<file path="config.mk">
export PLATFORM = sky130hd
export DESIGN_NAME = im_vga_reader
export DESIGN_NICKNAME = d
export VERILOG_FILES = /design/src/rtl/im_vga_reader.sv
export SDC_FILE = /design/constraint.sdc
export NUM_CORES = 1
export LEC_CHECK = 0
export ABC_AREA = 1
export BUFFER_PORTS_ARGS = -buffer_cell sky130_fd_sc_hd__buf_2
export CAP_MARGIN = 20
export CORE_UTILIZATION = 45
export CTS_CLUSTER_DIAMETER = 100
export CTS_CLUSTER_SIZE = 28
export DETAILED_ROUTE_END_ITERATION = 7
export GPL_TIMING_DRIVEN = 0
export PLACE_DENSITY_LB_ADDON = 0.05
export SLEW_MARGIN = 20
export SYNTH_ARGS = -nofsm -noshare
export SYNTH_HDL_FRONTEND = slang
export SYNTH_SLANG_ARGS = --single-unit
export TNS_END_PERCENT = 100
</file>
<file path="constraint.sdc">
create_clock -name clk -period 4.5 [get_ports clk]
set_input_delay 0.9 -clock clk [delete_from_list [all_inputs] [get_ports clk]]
set_output_delay 0.9 -clock clk [all_outputs]
set_load 0.05 [all_outputs]
</file>
<file path="src/rtl/im_vga_reader.sv">
// ---------------------------------------------------------------------------
// im_vga_reader
//
// Read-side consumer of the image memory (IM). Generates VGA raster timing,
// fetches one IM word per pixel inside the image window (row-major, top-left
// of the active area) and drives the video pins. Active pixels outside the
// window show BG; blanking shows 0.
//
// Pipeline (fixed 3-clock latency from counter position to pins):
//   stage 0 : hcnt / vcnt / acnt counters and position decode
//   stage 1 : registered IM request (im_r_en / im_r_addr) + control bits
//   stage 2 : IM returns im_r_data; control bits delayed one more clock
//   stage 3 : registered video outputs
//
// Ports:
//   clk          system clock
//   rst          asynchronous, active-high reset
//   en           raster enable; dropping it abandons the frame
//   im_r_en      IM read enable (only asserted inside the image window)
//   im_r_addr    IM read address (holds its last value between reads)
//   im_r_data    IM read data, valid one clock after im_r_en
//   vga_pixel    pixel value
//   vga_hsync    horizontal sync, active level SYNC_POL
//   vga_vsync    vertical sync, active level SYNC_POL
//   vga_de       active-video flag
//   frame_start  one-clock pulse with the first active pixel of each frame
// ---------------------------------------------------------------------------
module im_vga_reader #(
    parameter int                 IM_ADDR_W = 15,
    parameter int                 IM_DATA_W = 8,
    parameter int                 H_ACTIVE  = 640,
    parameter int                 H_FP      = 16,
    parameter int                 H_SYNC    = 96,
    parameter int                 H_BP      = 48,
    parameter int                 V_ACTIVE  = 480,
    parameter int                 V_FP      = 10,
    parameter int                 V_SYNC    = 2,
    parameter int                 V_BP      = 33,
    parameter int                 IMG_W     = 160,
    parameter int                 IMG_H     = 120,
    parameter bit                 SYNC_POL  = 1'b0,
    parameter logic [IM_DATA_W-1:0] BG      = '0
) (
    input  logic                 clk,
    input  logic                 rst,
    input  logic                 en,
    output logic                 im_r_en,
    output logic [IM_ADDR_W-1:0] im_r_addr,
    input  logic [IM_DATA_W-1:0] im_r_data,
    output logic [IM_DATA_W-1:0] vga_pixel,
    output logic                 vga_hsync,
    output logic                 vga_vsync,
    output logic                 vga_de,
    output logic                 frame_start
);

    localparam int H_TOTAL = H_ACTIVE + H_FP + H_SYNC + H_BP;
    localparam int V_TOTAL = V_ACTIVE + V_FP + V_SYNC + V_BP;

    // One extra count of headroom so the sync-end bounds always fit, even
    // with a zero back porch.
    localparam int HW = $clog2(H_TOTAL + 1);
    localparam int VW = $clog2(V_TOTAL + 1);

    localparam logic [HW-1:0] H_LAST   = HW'(H_TOTAL - 1);
    localparam logic [HW-1:0] H_ACT_C  = HW'(H_ACTIVE);
    localparam logic [HW-1:0] H_IMG_C  = HW'(IMG_W);
    localparam logic [HW-1:0] HS_BEG   = HW'(H_ACTIVE + H_FP);
    localparam logic [HW-1:0] HS_END   = HW'(H_ACTIVE + H_FP + H_SYNC);
    localparam logic [HW-1:0] H_ONE    = HW'(1);

    localparam logic [VW-1:0] V_LAST   = VW'(V_TOTAL - 1);
    localparam logic [VW-1:0] V_ACT_C  = VW'(V_ACTIVE);
    localparam logic [VW-1:0] V_IMG_C  = VW'(IMG_H);
    localparam logic [VW-1:0] VS_BEG   = VW'(V_ACTIVE + V_FP);
    localparam logic [VW-1:0] VS_END   = VW'(V_ACTIVE + V_FP + V_SYNC);
    localparam logic [VW-1:0] V_ONE    = VW'(1);

    localparam logic [IM_ADDR_W-1:0] A_LAST = IM_ADDR_W'(IMG_W * IMG_H - 1);
    localparam logic [IM_ADDR_W-1:0] A_ONE  = IM_ADDR_W'(1);

    // -----------------------------------------------------------------------
    // Stage 0: raster counters
    // -----------------------------------------------------------------------
    // 'run' marks that the counters hold a real raster position. It is set
    // on the clock that samples en high, so position (0,0) is presented on
    // the following cycle; while it is low the decode is forced idle.
    logic                 run;
    logic [HW-1:0]        hcnt;
    logic [VW-1:0]        vcnt;
    logic [IM_ADDR_W-1:0] acnt;

    logic act0, win0, hs0, vs0, fs0;
    logic h_wrap, frame_wrap;

    assign h_wrap     = (hcnt == H_LAST);
    assign frame_wrap = h_wrap && (vcnt == V_LAST);

    always_comb begin
        act0 = run && (hcnt < H_ACT_C) && (vcnt < V_ACT_C);
        win0 = run && (hcnt < H_IMG_C) && (vcnt < V_IMG_C);
        hs0  = run && (hcnt >= HS_BEG) && (hcnt < HS_END);
        vs0  = run && (vcnt >= VS_BEG) && (vcnt < VS_END);
        fs0  = run && (hcnt == '0) && (vcnt == '0);
    end

    always_ff @(posedge clk or posedge rst) begin
        if (rst) begin
            run  <= 1'b0;
            hcnt <= '0;
            vcnt <= '0;
            acnt <= '0;
        end else if (!en) begin
            // Abandon the frame; the next enable restarts at address 0.
            run  <= 1'b0;
            hcnt <= '0;
            vcnt <= '0;
            acnt <= '0;
        end else if (!run) begin
            run  <= 1'b1;
        end else begin
            if (h_wrap) begin
                hcnt <= '0;
                vcnt <= (vcnt == V_LAST) ? '0 : vcnt + V_ONE;
            end else begin
                hcnt <= hcnt + H_ONE;
            end

            // Row-major address follows window pixels directly; the clamp
            // keeps it inside the image after the last window pixel.
            if (frame_wrap) begin
                acnt <= '0;
            end else if (win0 && (acnt != A_LAST)) begin
                acnt <= acnt + A_ONE;
            end
        end
    end

    // -----------------------------------------------------------------------
    // Stage 1: registered IM request and control bits
    // -----------------------------------------------------------------------
    // Gated by en so the request stops on the same clock that samples en low;
    // the address is kept so the IM port stays quiet between reads.
    logic act1, win1, hs1, vs1, fs1;

    always_ff @(posedge clk or posedge rst) begin
        if (rst) begin
            im_r_en   <= 1'b0;
            im_r_addr <= '0;
            act1      <= 1'b0;
            win1      <= 1'b0;
            hs1       <= 1'b0;
            vs1       <= 1'b0;
            fs1       <= 1'b0;
        end else if (!en) begin
            im_r_en   <= 1'b0;
            act1      <= 1'b0;
            win1      <= 1'b0;
            hs1       <= 1'b0;
            vs1       <= 1'b0;
            fs1       <= 1'b0;
        end else begin
            im_r_en   <= win0;
            act1      <= act0;
            win1      <= win0;
            hs1       <= hs0;
            vs1       <= vs0;
            fs1       <= fs0;
            if (win0) begin
                im_r_addr <= acnt;
            end
        end
    end

    // -----------------------------------------------------------------------
    // Stage 2: control bits wait for the IM read data
    // -----------------------------------------------------------------------
    logic act2, win2, hs2, vs2, fs2;

    always_ff @(posedge clk or posedge rst) begin
        if (rst) begin
            act2 <= 1'b0;
            win2 <= 1'b0;
            hs2  <= 1'b0;
            vs2  <= 1'b0;
            fs2  <= 1'b0;
        end else begin
            act2 <= act1;
            win2 <= win1;
            hs2  <= hs1;
            vs2  <= vs1;
            fs2  <= fs1;
        end
    end

    // -----------------------------------------------------------------------
    // Stage 3: registered video outputs
    // -----------------------------------------------------------------------
    always_ff @(posedge clk or posedge rst) begin
        if (rst) begin
            vga_pixel   <= '0;
            vga_de      <= 1'b0;
            frame_start <= 1'b0;
            vga_hsync   <= ~SYNC_POL;
            vga_vsync   <= ~SYNC_POL;
        end else begin
            if (act2) begin
                vga_pixel <= win2 ? im_r_data : BG;
            end else begin
                vga_pixel <= '0;
            end
            vga_de      <= act2;
            frame_start <= fs2;
            vga_hsync   <= hs2 ? SYNC_POL : ~SYNC_POL;
            vga_vsync   <= vs2 ? SYNC_POL : ~SYNC_POL;
        end
    end

endmodule

</file>
; ---- Word level (Yosys, flattened, before mapping)
; Index checks and enable logic that the tools add are counted.
[word_totals]
reg_bits = 73
out_inout_bits = 28
elab_cells = 75
[classes]
addsub = 3
magnitude_cmp = 8
n_eq_ne = 6
mux = 21
n_reduce_logical = 17
[ops]
columns = operator, n
row1 = 10-bit 2-to-1 mux, 7
row2 = 15-bit 2-to-1 mux, 4
row3 = "10-bit by 1-bit adder with 10-bit output, second input constant", 2
row4 = "10-bit == test, second input constant", 2
row5 = 10-bit logical NOT, 2
row6 = "10-bit less-than comparator, second input constant", 2
row7 = "10-bit by 9-bit less-than comparator with 1-bit output, second input constant", 2
row8 = 8-bit 2-to-1 mux, 2
row9 = "15-bit by 1-bit adder with 15-bit output, second input constant", 1
row10 = "15-bit != test, second input constant", 1
row11 = 1-bit logical AND, 12
row12 = "10-bit >= comparator, second input constant", 1
row13 = "10-bit by 9-bit >= comparator with 1-bit output, second input constant", 1
row14 = "10-bit by 7-bit less-than comparator with 1-bit output, second input constant", 1
row15 = "10-bit by 8-bit less-than comparator with 1-bit output, second input constant", 1
row16 = 1-bit 2-to-1 mux, 8
row17 = 2-bit AND reduction, 3
row18 = "2-bit by 1-bit != test with 1-bit output, second input constant", 2
row19 = "3-bit by 1-bit != test with 1-bit output, second input constant", 1

; ---- Depth between registers and ports, before layout
; Gate-level depths: netlist of run 1.
[logic_depth]
depth_word = 8
depth_mapped = 11

; ---- Least setup slack after synthesis of run 1
; OpenSTA, ideal clock, no wires.
[synth_path]
path_type = input to register
from = input port en
to = register hcnt[9]
setup_ps = 123
arrival_time_ps = 1594
required_ps = 4377
slack_ps = 2783
stages = 6
path_cell_list = nand2_1 nand3_1 nor2_1 nand2_1 o21ai_0 a21oi_1
[synth_via]
elab_chain_len = 1
elab_cells_between_ends = 2
classes_between = 1 x eq/ne / 1 x mux
[synth_lines]
columns = item, line_no
row1 = "start, declared", 46  ; input logic en,
row2 = 2-bit by 1-bit != test with 1-bit output (no source line) / 10-bit 2-to-1 mux (equally long branches), n/a
row3 = "end signal, assigned", 126  ; hcnt <= hcnt + H_ONE;
row4 = "end, declared", 89  ; logic [HW-1:0] hcnt;
; Parallel ways exist; a longest one is shown, timed or not.
; A chain may end at the register's enable or synchronous reset.

; ---- Worst setup path in the final report of run 1
[layout_path]
from = register vga_hsync
to = output port vga_hsync
[layout_lines]
columns = item, line_no
row1 = "start, declared", 51  ; output logic vga_hsync,
row2 = "start signal, assigned", 204  ; vga_hsync <= ~SYNC_POL;
row3 = "start signal, assigned", 214  ; vga_hsync <= hs2 ? SYNC_POL : ~SYNC_POL;
; No word-level cell between the ends.

==> results of run 1 <==
## per-stage QoR
stage / cells / hold WS, ps / cell area (µm²) / power, W
floorplan: 424 / 331 / 3500 / 0.000883
global placement: 561 / 333 / 3810 / 0.000932
detailed placement: 562 / 337 / 3840 / 0.000941
CTS: 578 / 358 / 4050 / 0.00148
global route: 578 / 357 / 4050 / 0.00155
finish: 578 / 353 / 4050 / 0.00146
## cell type report
type	count	share of cell area (%)
inverters	57	5.34
flip-flops and latches	73	45.1
clock buffers	10	3.40
repair buffers	39	5.37
well taps	99	3.06
multi-input cells	287	34.6
clock inverters	6	1.79
plain buffers	7	1.36
## routing by layer
metal | vias up | wire (µm) | part of all wire (%)
met3 | 10 | 312 | 4.2
li1 | 1449 | - | -
met1 | 1319 | 3740 | 50
met4 | 0 | 100 | 1.3
met5 | - | 0 | 0
met2 | 74 | 3270 | 44
## power groups by stage
stage | clock network [W] | logic, W | registers (W)
3_5_place_dp | 0 | 0.000204 | 0.000737
3_3_place_gp | 0 | 0.000197 | 0.000735
4_1_cts | 0.000553 | 0.000205 | 0.000724
6_report | 0.000538 | 0.000201 | 0.000724
5_1_grt | 0.000588 | 0.000228 | 0.000730
2_1_floorplan | 0 | 0.000105 | 0.000778
## state kept, by name, summed over array words and instances, names as in the netlist, 8 cells and up
signal / cells
hcnt: 10
acnt: 15
vcnt: 10
im_r_addr: 15
vga_pixel: 8
## cell usage after synthesis (2+ instances only)
library cell              number  area [µm²]
sky130_fd_sc_hd__a21oi_1       6        30.0
sky130_fd_sc_hd__buf_2         2        10.0
sky130_fd_sc_hd__buf_6         3        33.8
sky130_fd_sc_hd__dfrtp_1      71        1780
sky130_fd_sc_hd__dfstp_2       2        52.6
sky130_fd_sc_hd__ha_1          5        62.6
sky130_fd_sc_hd__inv_1        56         210
sky130_fd_sc_hd__nand2_1     115         432
sky130_fd_sc_hd__nand2_2       5        31.3
sky130_fd_sc_hd__nand3_1      36         180
sky130_fd_sc_hd__nand4_1      16         100
sky130_fd_sc_hd__nor2_1       47         176
sky130_fd_sc_hd__nor3_1        6        30.0
sky130_fd_sc_hd__nor3b_1       2        15.0
sky130_fd_sc_hd__nor4b_1       2        17.5
sky130_fd_sc_hd__o21ai_0      25         125
sky130_fd_sc_hd__o21ai_1       2        10.0
sky130_fd_sc_hd__o21ai_4       2        32.5
sky130_fd_sc_hd__xor2_1       13         114
## placed cells by master, fill, tap and decap left out, types with 2 or more instances in the layout
cell type	instances
sky130_fd_sc_hd__a21oi_1	6
sky130_fd_sc_hd__nor2_1	47
sky130_fd_sc_hd__nand2_2	5
sky130_fd_sc_hd__ha_1	5
sky130_fd_sc_hd__buf_2	40
sky130_fd_sc_hd__clkbuf_8	10
sky130_fd_sc_hd__inv_6	3
sky130_fd_sc_hd__nand3_1	36
sky130_fd_sc_hd__dfstp_2	2
sky130_fd_sc_hd__dfrtp_1	71
sky130_fd_sc_hd__o21ai_1	2
sky130_fd_sc_hd__nor4b_1	2
sky130_fd_sc_hd__xor2_1	13
sky130_fd_sc_hd__inv_1	55
sky130_fd_sc_hd__buf_6	3
sky130_fd_sc_hd__o21ai_0	25
sky130_fd_sc_hd__nor3b_1	2
sky130_fd_sc_hd__nand4_1	16
sky130_fd_sc_hd__nor3_1	6
sky130_fd_sc_hd__nand2_1	115
sky130_fd_sc_hd__o21ai_4	2
## worst paths after layout
kind | startpoint | endpoint | slack (ps) | depth (start not counted)
worst max-delay path | vga_hsync$_DFF_PP1_ | vga_hsync | 2480 | 1
worst min-delay path | vs1$_DFF_PP0_ | vs2$_DFF_PP0_ | 350 | 0
worst max register to register | vcnt[0]$_DFFE_PP0P_ | acnt[11]$_DFFE_PP0P_ | 2680 | 11
worst min register to register | vs1$_DFF_PP0_ | vs2$_DFF_PP0_ | 350 | 0
max in group asynchronous | rst | vga_vsync$_DFF_PP1_ | 3430 | 3
min in group asynchronous | rst | fs1$_DFF_PP0_ | 480 | 2
## logic make-up after synthesis
logic type	after synthesis	share of synthesized area, %
buf+inv	64	7.69
simple gates	231	28.7
fa+ha+maj	5	1.79
flops	73	52.3
xor+xnor	14	3.50
compound gates	37	6.04
==> metrics.txt, run 1 <==
# TYPE chip_impl_metric gauge
chip_impl_metric{name="psw",unit="W"} 0.000430
chip_impl_metric{name="regArea",unit="µm²"} 1830
chip_impl_metric{name="grt_antenna_before_repair",unit=""} 0
chip_impl_metric{name="critical-path-max-stage-delay",unit="ps"} 520
chip_impl_metric{name="grt_pass1_wl",unit="mm"} 13.1
chip_impl_info{name="worstSetupPathType",value="register to output port"} 1
chip_impl_metric{name="num_io_pins",unit=""} 39
chip_impl_metric{name="synth_cells",unit=""} 424
chip_impl_metric{name="postSynthRegisterBits",unit=""} 73
chip_impl_metric{name="max-clock-path-buffers",unit=""} 2
chip_impl_metric{name="remaining_drc_errors",unit=""} 0
chip_impl_metric{name="gp_congestion",unit=""} 0.874
chip_impl_info{name="ys_dominant_reg_cell",value="sky130_fd_sc_hd__dfrtp_1"} 1
chip_impl_metric{name="synth.distinct_cells",unit=""} 27
chip_impl_metric{name="power_switching_share",unit="%"} 29.4
chip_impl_metric{name="row_cnt",unit=""} 31
chip_impl_metric{name="area_growth",unit="%"} 15.8
chip_impl_metric{name="multiInputGateArea",unit="µm²"} 1400
chip_impl_metric{name="routedWlPerCell",unit="µm"} 12.8
chip_impl_metric{name="synth.yosys.warnings",unit=""} 0
chip_impl_metric{name="routed_wirelength",unit="mm"} 7.42
chip_impl_metric{name="synth_edf_count",unit=""} 0
chip_impl_metric{name="die_width",unit="µm"} 90.2
chip_impl_metric{name="post-cts-setup-buffers",unit=""} 0
chip_impl_metric{name="ys_seq_area_share",unit="%"} 52.3
chip_impl_metric{name="cts_buffers",unit=""} 9
chip_impl_info{name="start_kind",value="register"} 1
chip_impl_info{name="outcome",value="finished clean"} 1
chip_impl_metric{name="final_layout_size_suffix_gt1_share",unit="%"} 15.4
chip_impl_metric{name="fillCellCount",unit=""} 690
chip_impl_metric{name="mappedNetlistNets",unit=""} 440
chip_impl_metric{name="leakage_power_summed_over_all_cells",unit="nW"} 2.12
chip_impl_info{name="cp_max_delay_cell",value="sky130_fd_sc_hd__dfstp_2"} 1
chip_impl_metric{name="vias",unit=""} 2852
chip_impl_metric{name="initial_core_util",unit="%"} 47.5
chip_impl_info{name="holdCritPathClass",value="register to register"} 1
chip_impl_metric{name="ir_drop",unit="mV"} 0.159
chip_impl_metric{name="grt_overflow",unit=""} 0
chip_impl_metric{name="final.min_clock_period",unit="ps"} 2020
chip_impl_metric{name="cp_max_fo",unit=""} 1
chip_impl_info{name="path_cells",value="buf_2"} 1
chip_impl_metric{name="finish.net_count",unit=""} 490
chip_impl_metric{name="hold_violations",unit=""} 0
chip_impl_metric{name="cp_data_arrival_time",unit="ps"} 1120
chip_impl_metric{name="synthesis.area",unit="µm²"} 3500
chip_impl_metric{name="dieHeight",unit="µm"} 90.2
chip_impl_metric{name="via_count_of_the_first_global_routing_pass",unit=""} 2780
chip_impl_metric{name="cap_violations",unit=""} 0
chip_impl_metric{name="p_int",unit="W"} 0.00103
chip_impl_metric{name="power.share.sequential",unit="%"} 49.5
chip_impl_metric{name="floorplan_core_area",unit="µm²"} 7370
chip_impl_metric{name="timing.slew.headroom",unit="%"} 64.6
chip_impl_metric{name="worst_skew_late_latency",unit="ps"} 350
chip_impl_metric{name="post-place-ws",unit="ps"} 2370
chip_impl_metric{name="drt-initial-drc-count",unit=""} 142
chip_impl_info{name="rsz0062_at_grt",value="no"} 1
chip_impl_metric{name="final_max_slew_viol_count",unit=""} 0
chip_impl_metric{name="syn_avg_cell_area",unit="µm²"} 8.25
chip_impl_metric{name="power_density",unit="nW/µm²"} 361
chip_impl_metric{name="fin_crit_sh",unit="%"} 44.8
chip_impl_metric{name="cts_hold_buf",unit=""} 0
chip_impl_metric{name="drt_pre_antenna_iters",unit=""} 5
chip_impl_metric{name="use_met2",unit="%"} 30.3
chip_impl_metric{name="antenna_left",unit=""} 0
chip_impl_metric{name="h-tree-depth",unit=""} 3
chip_impl_metric{name="maxClockFrequency",unit="MHz"} 496
chip_impl_metric{name="critical_path_required",unit="ps"} 3600
chip_impl_metric{name="ys_async_sr_fraction",unit="%"} 100
chip_impl_metric{name="fp.dieArea",unit="µm²"} 8130
chip_impl_metric{name="power.share.clock",unit="%"} 36.8
chip_impl_metric{name="setup_viol",unit=""} 0
chip_impl_info{name="timing.critical_path.to_type",value="output port"} 1
chip_impl_metric{name="cts.repair.resized",unit=""} 0
chip_impl_metric{name="insertedDiodeCount",unit=""} 0
chip_impl_metric{name="buffer_ports.inserted",unit=""} 38
chip_impl_metric{name="hpwlAfterDp",unit="mm"} 5.39
chip_impl_metric{name="critPathBufInv",unit=""} 1
chip_impl_info{name="critPathTopFamily",value="flip-flops"} 1
chip_impl_metric{name="vias_per_cell",unit=""} 4.93
chip_impl_info{name="top_usage_layer",value="met2"} 1
chip_impl_metric{name="cts.reportedPaths.clkPinSlew",unit="ps"} 80
chip_impl_metric{name="postLayoutSetupSlackWorst",unit="ps"} 2480
chip_impl_metric{name="finalClockSkew",unit="ps"} 13.2
chip_impl_metric{name="grt_start_max_net_pins",unit=""} 57
chip_impl_metric{name="clock_sinks",unit=""} 73
chip_impl_metric{name="tightest_slew",unit="ps"} 527
chip_impl_metric{name="grt_use_met3",unit="%"} 3.89
chip_impl_metric{name="tns",unit="ps"} 0
chip_impl_info{name="ctsRootBufferMaster",value="sky130_fd_sc_hd__clkbuf_8"} 1
chip_impl_metric{name="power_frac_comb",unit="%"} 13.7
chip_impl_info{name="cts_tree",value="yes"} 1
chip_impl_metric{name="met1_usage",unit="%"} 29.0
chip_impl_metric{name="utilization",unit="%"} 55.0
chip_impl_metric{name="track_usage",unit="%"} 20.2
Note: power is estimated with default switching activity, not from simulation.
==> run 2, diff against run 1 <==
Settings changed: ABC_AREA 1 to 0.
Clock period 4.5 ns to 1.6 ns, I/O delays scaled along.
==> metrics.txt, run 2 <==
# TYPE chip_impl_metric gauge
chip_impl_info{name="outcome",value="finished, violations left"} 1
chip_impl_info{name="violations",value="setup timing"} 1
chip_impl_metric{name="drt-initial-drc-count",unit=""} 152
chip_impl_metric{name="synth_edf_count",unit=""} 0
chip_impl_metric{name="grt_start_max_net_pins",unit=""} 29
chip_impl_metric{name="postLayoutSetupSlackWorst",unit="ps"} -612
chip_impl_info{name="synth.top_cells.by_count",value="sky130_fd_sc_hd__dfrtp_1 (71), sky130_fd_sc_hd__nor2_1 (27), sky130_fd_sc_hd__nand2_1 (25), sky130_fd_sc_hd__and3_1 (22), sky130_fd_sc_hd__inv_1 (15)"} 1
chip_impl_metric{name="dieHeight",unit="µm"} 87.9
chip_impl_metric{name="grt_pass1_wl",unit="mm"} 12.0
chip_impl_metric{name="row_cnt",unit=""} 30
chip_impl_metric{name="ys_seq_area_share",unit="%"} 55.1
chip_impl_metric{name="cp_data_arrival_time",unit="ps"} 2490
chip_impl_metric{name="post_layout_nonfiller_instances",unit=""} 498
chip_impl_metric{name="synthesis.area",unit="µm²"} 3320
chip_impl_metric{name="fin_crit_sh",unit="%"} 138
chip_impl_metric{name="finalInstanceArea",unit="µm²"} 4450
chip_impl_metric{name="clock_sinks",unit=""} 73
chip_impl_metric{name="track_usage",unit="%"} 20.5
chip_impl_metric{name="die_width",unit="µm"} 87.9
chip_impl_metric{name="floorplan_core_area",unit="µm²"} 6940
chip_impl_metric{name="timing.slew.headroom",unit="%"} 57.6
chip_impl_info{name="ys_dominant_reg_cell",value="sky130_fd_sc_hd__dfrtp_1"} 1
chip_impl_metric{name="tns",unit="ps"} -14990
chip_impl_info{name="critPathTopFamily",value="buffers and inverters"} 1
chip_impl_metric{name="cts.reportedPaths.clkPinSlew",unit="ps"} 90
chip_impl_metric{name="dpl_cell_area",unit="µm²"} 3730
chip_impl_metric{name="area_growth",unit="%"} 33.9
chip_impl_metric{name="initial_core_util",unit="%"} 47.8
chip_impl_metric{name="power_density",unit="nW/µm²"} 865
chip_impl_info{name="cp_max_delay_cell",value="sky130_fd_sc_hd__dfrtp_1"} 1
chip_impl_metric{name="critical-path-max-stage-delay",unit="ps"} 380
chip_impl_metric{name="num_io_pins",unit=""} 39
chip_impl_metric{name="ir_drop",unit="mV"} 0.444
chip_impl_metric{name="insertedDiodeCount",unit=""} 0
chip_impl_info{name="timing.critical_path.to_type",value="register"} 1
chip_impl_metric{name="netlist.area_leader.share",unit="%"} 53.5
chip_impl_metric{name="remaining_drc_errors",unit=""} 0
chip_impl_metric{name="place.detailed.instances",unit=""} 442
chip_impl_metric{name="finish.net_count",unit=""} 413
chip_impl_metric{name="vias",unit=""} 2625
chip_impl_metric{name="buffer_ports.inserted",unit=""} 38
chip_impl_metric{name="maxClockFrequency",unit="MHz"} 452
chip_impl_info{name="cts_tree",value="yes"} 1
chip_impl_metric{name="synth.distinct_cells",unit=""} 49
chip_impl_metric{name="syn_avg_cell_area",unit="µm²"} 10.9
chip_impl_metric{name="antenna_left",unit=""} 0
chip_impl_metric{name="finalClockSkew",unit="ps"} 7.97
chip_impl_metric{name="cts_hold_buf",unit=""} 0
chip_impl_info{name="netlist.top_cell.by_area",value="sky130_fd_sc_hd__dfrtp_1"} 1
chip_impl_metric{name="grt_overflow",unit=""} 0
chip_impl_metric{name="p_int",unit="W"} 0.00275
chip_impl_metric{name="fin_total_pwr",unit="W"} 0.00385
chip_impl_info{name="synth.area.top_cells",value="sky130_fd_sc_hd__dfrtp_1 (53%), sky130_fd_sc_hd__and3_1 (4.1%), sky130_fd_sc_hd__mux2_2 (3.7%)"} 1
chip_impl_info{name="start_kind",value="register"} 1
chip_impl_info{name="mostFrequentLayoutCells",value="sky130_fd_sc_hd__dfrtp_1 (68), sky130_fd_sc_hd__buf_2 (38), sky130_fd_sc_hd__buf_4 (31), sky130_fd_sc_hd__nor2_1 (26), sky130_fd_sc_hd__nand2_1 (24)"} 1
chip_impl_metric{name="routedWlPerCell",unit="µm"} 15.0
chip_impl_metric{name="final_layout_size_suffix_gt1_share",unit="%"} 37.8
chip_impl_metric{name="max-clock-path-buffers",unit=""} 2
chip_impl_metric{name="grt_antenna_before_repair",unit=""} 0
chip_impl_metric{name="mappedNetlistNets",unit=""} 322
chip_impl_metric{name="ys_async_sr_fraction",unit="%"} 100
chip_impl_metric{name="critPathBufInv",unit=""} 14
chip_impl_metric{name="final_max_slew_viol_count",unit=""} 0
chip_impl_info{name="cpMostUsedCell",value="sky130_fd_sc_hd__buf_4"} 1
chip_impl_metric{name="via_count_of_the_first_global_routing_pass",unit=""} 2392
chip_impl_metric{name="vias_per_cell",unit=""} 5.27
chip_impl_metric{name="final.min_clock_period",unit="ps"} 2210
chip_impl_metric{name="cp_max_fo",unit=""} 2
chip_impl_metric{name="tightest_slew",unit="ps"} 634
chip_impl_info{name="reg.largest.list",value="acnt x15, im_r_addr x15"} 1
chip_impl_metric{name="cap_violations",unit=""} 0
chip_impl_info{name="ctsRootBufferMaster",value="sky130_fd_sc_hd__clkbuf_8"} 1
chip_impl_metric{name="power.share.sequential",unit="%"} 50.0
chip_impl_metric{name="cts_buffers",unit=""} 9
chip_impl_metric{name="routed_wirelength",unit="mm"} 7.48
chip_impl_info{name="path_cells",value="inv_2, buf_4, buf_6, buf_4, buf_4, buf_4, buf_4, buf_4, buf_4, buf_4, buf_4, buf_4, buf_4, buf_6, o22ai_2"} 1
chip_impl_metric{name="hpwlAfterDp",unit="mm"} 4.62
chip_impl_metric{name="psw",unit="W"} 0.00110
chip_impl_metric{name="leakage_power_summed_over_all_cells",unit="nW"} 2.18
chip_impl_info{name="rsz0062_at_grt",value="yes"} 1
chip_impl_info{name="holdCritPathClass",value="input port to asynchronous set/reset pin"} 1
chip_impl_metric{name="power_switching_share",unit="%"} 28.5
chip_impl_metric{name="worst_skew_late_latency",unit="ps"} 350
chip_impl_metric{name="fp.dieArea",unit="µm²"} 7730
chip_impl_metric{name="setup_viol",unit=""} 42
chip_impl_metric{name="critical_path_required",unit="ps"} 1880
chip_impl_metric{name="h-tree-depth",unit=""} 3
chip_impl_metric{name="power_frac_comb",unit="%"} 14.4
chip_impl_metric{name="drt_pre_antenna_iters",unit=""} 4
chip_impl_info{name="worstSetupPathType",value="register to register"} 1
chip_impl_info{name="final_common_cell",value="sky130_fd_sc_hd__dfrtp_1"} 1
chip_impl_metric{name="hold_violations",unit=""} 0
chip_impl_metric{name="postSynthRegisterBits",unit=""} 73
chip_impl_metric{name="power.share.clock",unit="%"} 35.6
chip_impl_info{name="most_used_standard_cell_by_instance_count_after_synthesis",value="sky130_fd_sc_hd__dfrtp_1"} 1
chip_impl_metric{name="gp_congestion",unit=""} 0.776
chip_impl_metric{name="synth_cells",unit=""} 306
chip_impl_metric{name="synth.yosys.warnings",unit=""} 0
==> run 2: metrics by stage <==
| stage | hold WS, ps | setup WS, ps | utilization [%] |
|---|---|---|---|
| floorplan | 331 | -530 | - |
| global placement | 333 | -728 | 53.0 |
| detailed placement | 336 | -732 | 53.7 |
| CTS | 46.5 | -663 | 60.6 |
| global route | 93.3 | -676 | 64.0 |
| finish | 39.6 | -612 | 64.0 |
==> run 2: path summary, 6_finish.rpt <==
kind / start / to / slack [ps] / depth (start not counted)
setup / recovery: vcnt[1]$_DFFE_PP0P_ / vcnt[1]$_DFFE_PP0P_ / -610 / 15
hold / removal: rst / hcnt[9]$_DFFE_PP0P_ / 40 / 2
setup reg to reg: vcnt[1]$_DFFE_PP0P_ / vcnt[1]$_DFFE_PP0P_ / -610 / 15
hold reg to reg: vs2$_DFF_PP0_ / vga_vsync$_DFF_PP1_ / 350 / 1
max in group asynchronous: rst / vga_hsync$_DFF_PP1_ / 780 / 4
min in group clk: en / run$_DFF_PP0_ / 190 / 1
==> run 2: kinds of logic after synthesis <==
group | synth area share (%)
adder cells (fa/ha/maj) | 1.88
flip-flops | 55.1
buffers and inverters | 3.62
multiplexers | 4.33
AO/OA/AOI/OAI | 8.59
XOR/XNOR | 3.69
AND/OR/NAND/NOR | 22.8
==> run 2: layout make-up <==
cell class	count	area, µm²
Buffer	9	93.8
Clock buffer	9	124
Clock inverter	7	61.3
Fill cell	574	2500
Inverter	15	60.1
Multi-Input combinational cell	206	1490
Sequential cell	73	1830
Tap cell	96	120
Timing Repair Buffer	83	662
==> run 2: what timing repair did <==
action                                 4_1_cts  5_1_grt
buffers inserted                            26       16
endpoints found under the hold margin        0        0
setup endpoints to repair                   45       46
pin swaps                                   13       10
cloned                                       2        2
gates resized for setup                     24       35
==> run 2: metal layers <==
metal  vias up  global-route usage, %  part of all wire (%)
li1       1288                      -                     -
met1      1263                   29.0                    47
met2        60                   29.7                    47
met3        14                   3.96                   3.5
met4         0                   10.7                   2.2
met5         -                      0                     0
==> run 2: power groups by stage <==
stage | logic [W] | clock network (W) | registers, W
final | 0.000554 | 0.00137 | 0.00192
after global routing | 0.000600 | 0.00149 | 0.00193
after CTS | 0.000471 | 0.00142 | 0.00192
after detailed placement | 0.000331 | 0 | 0.00196
after global placement | 0.000312 | 0 | 0.00196
after floorplan | 0.000170 | 0 | 0.00202
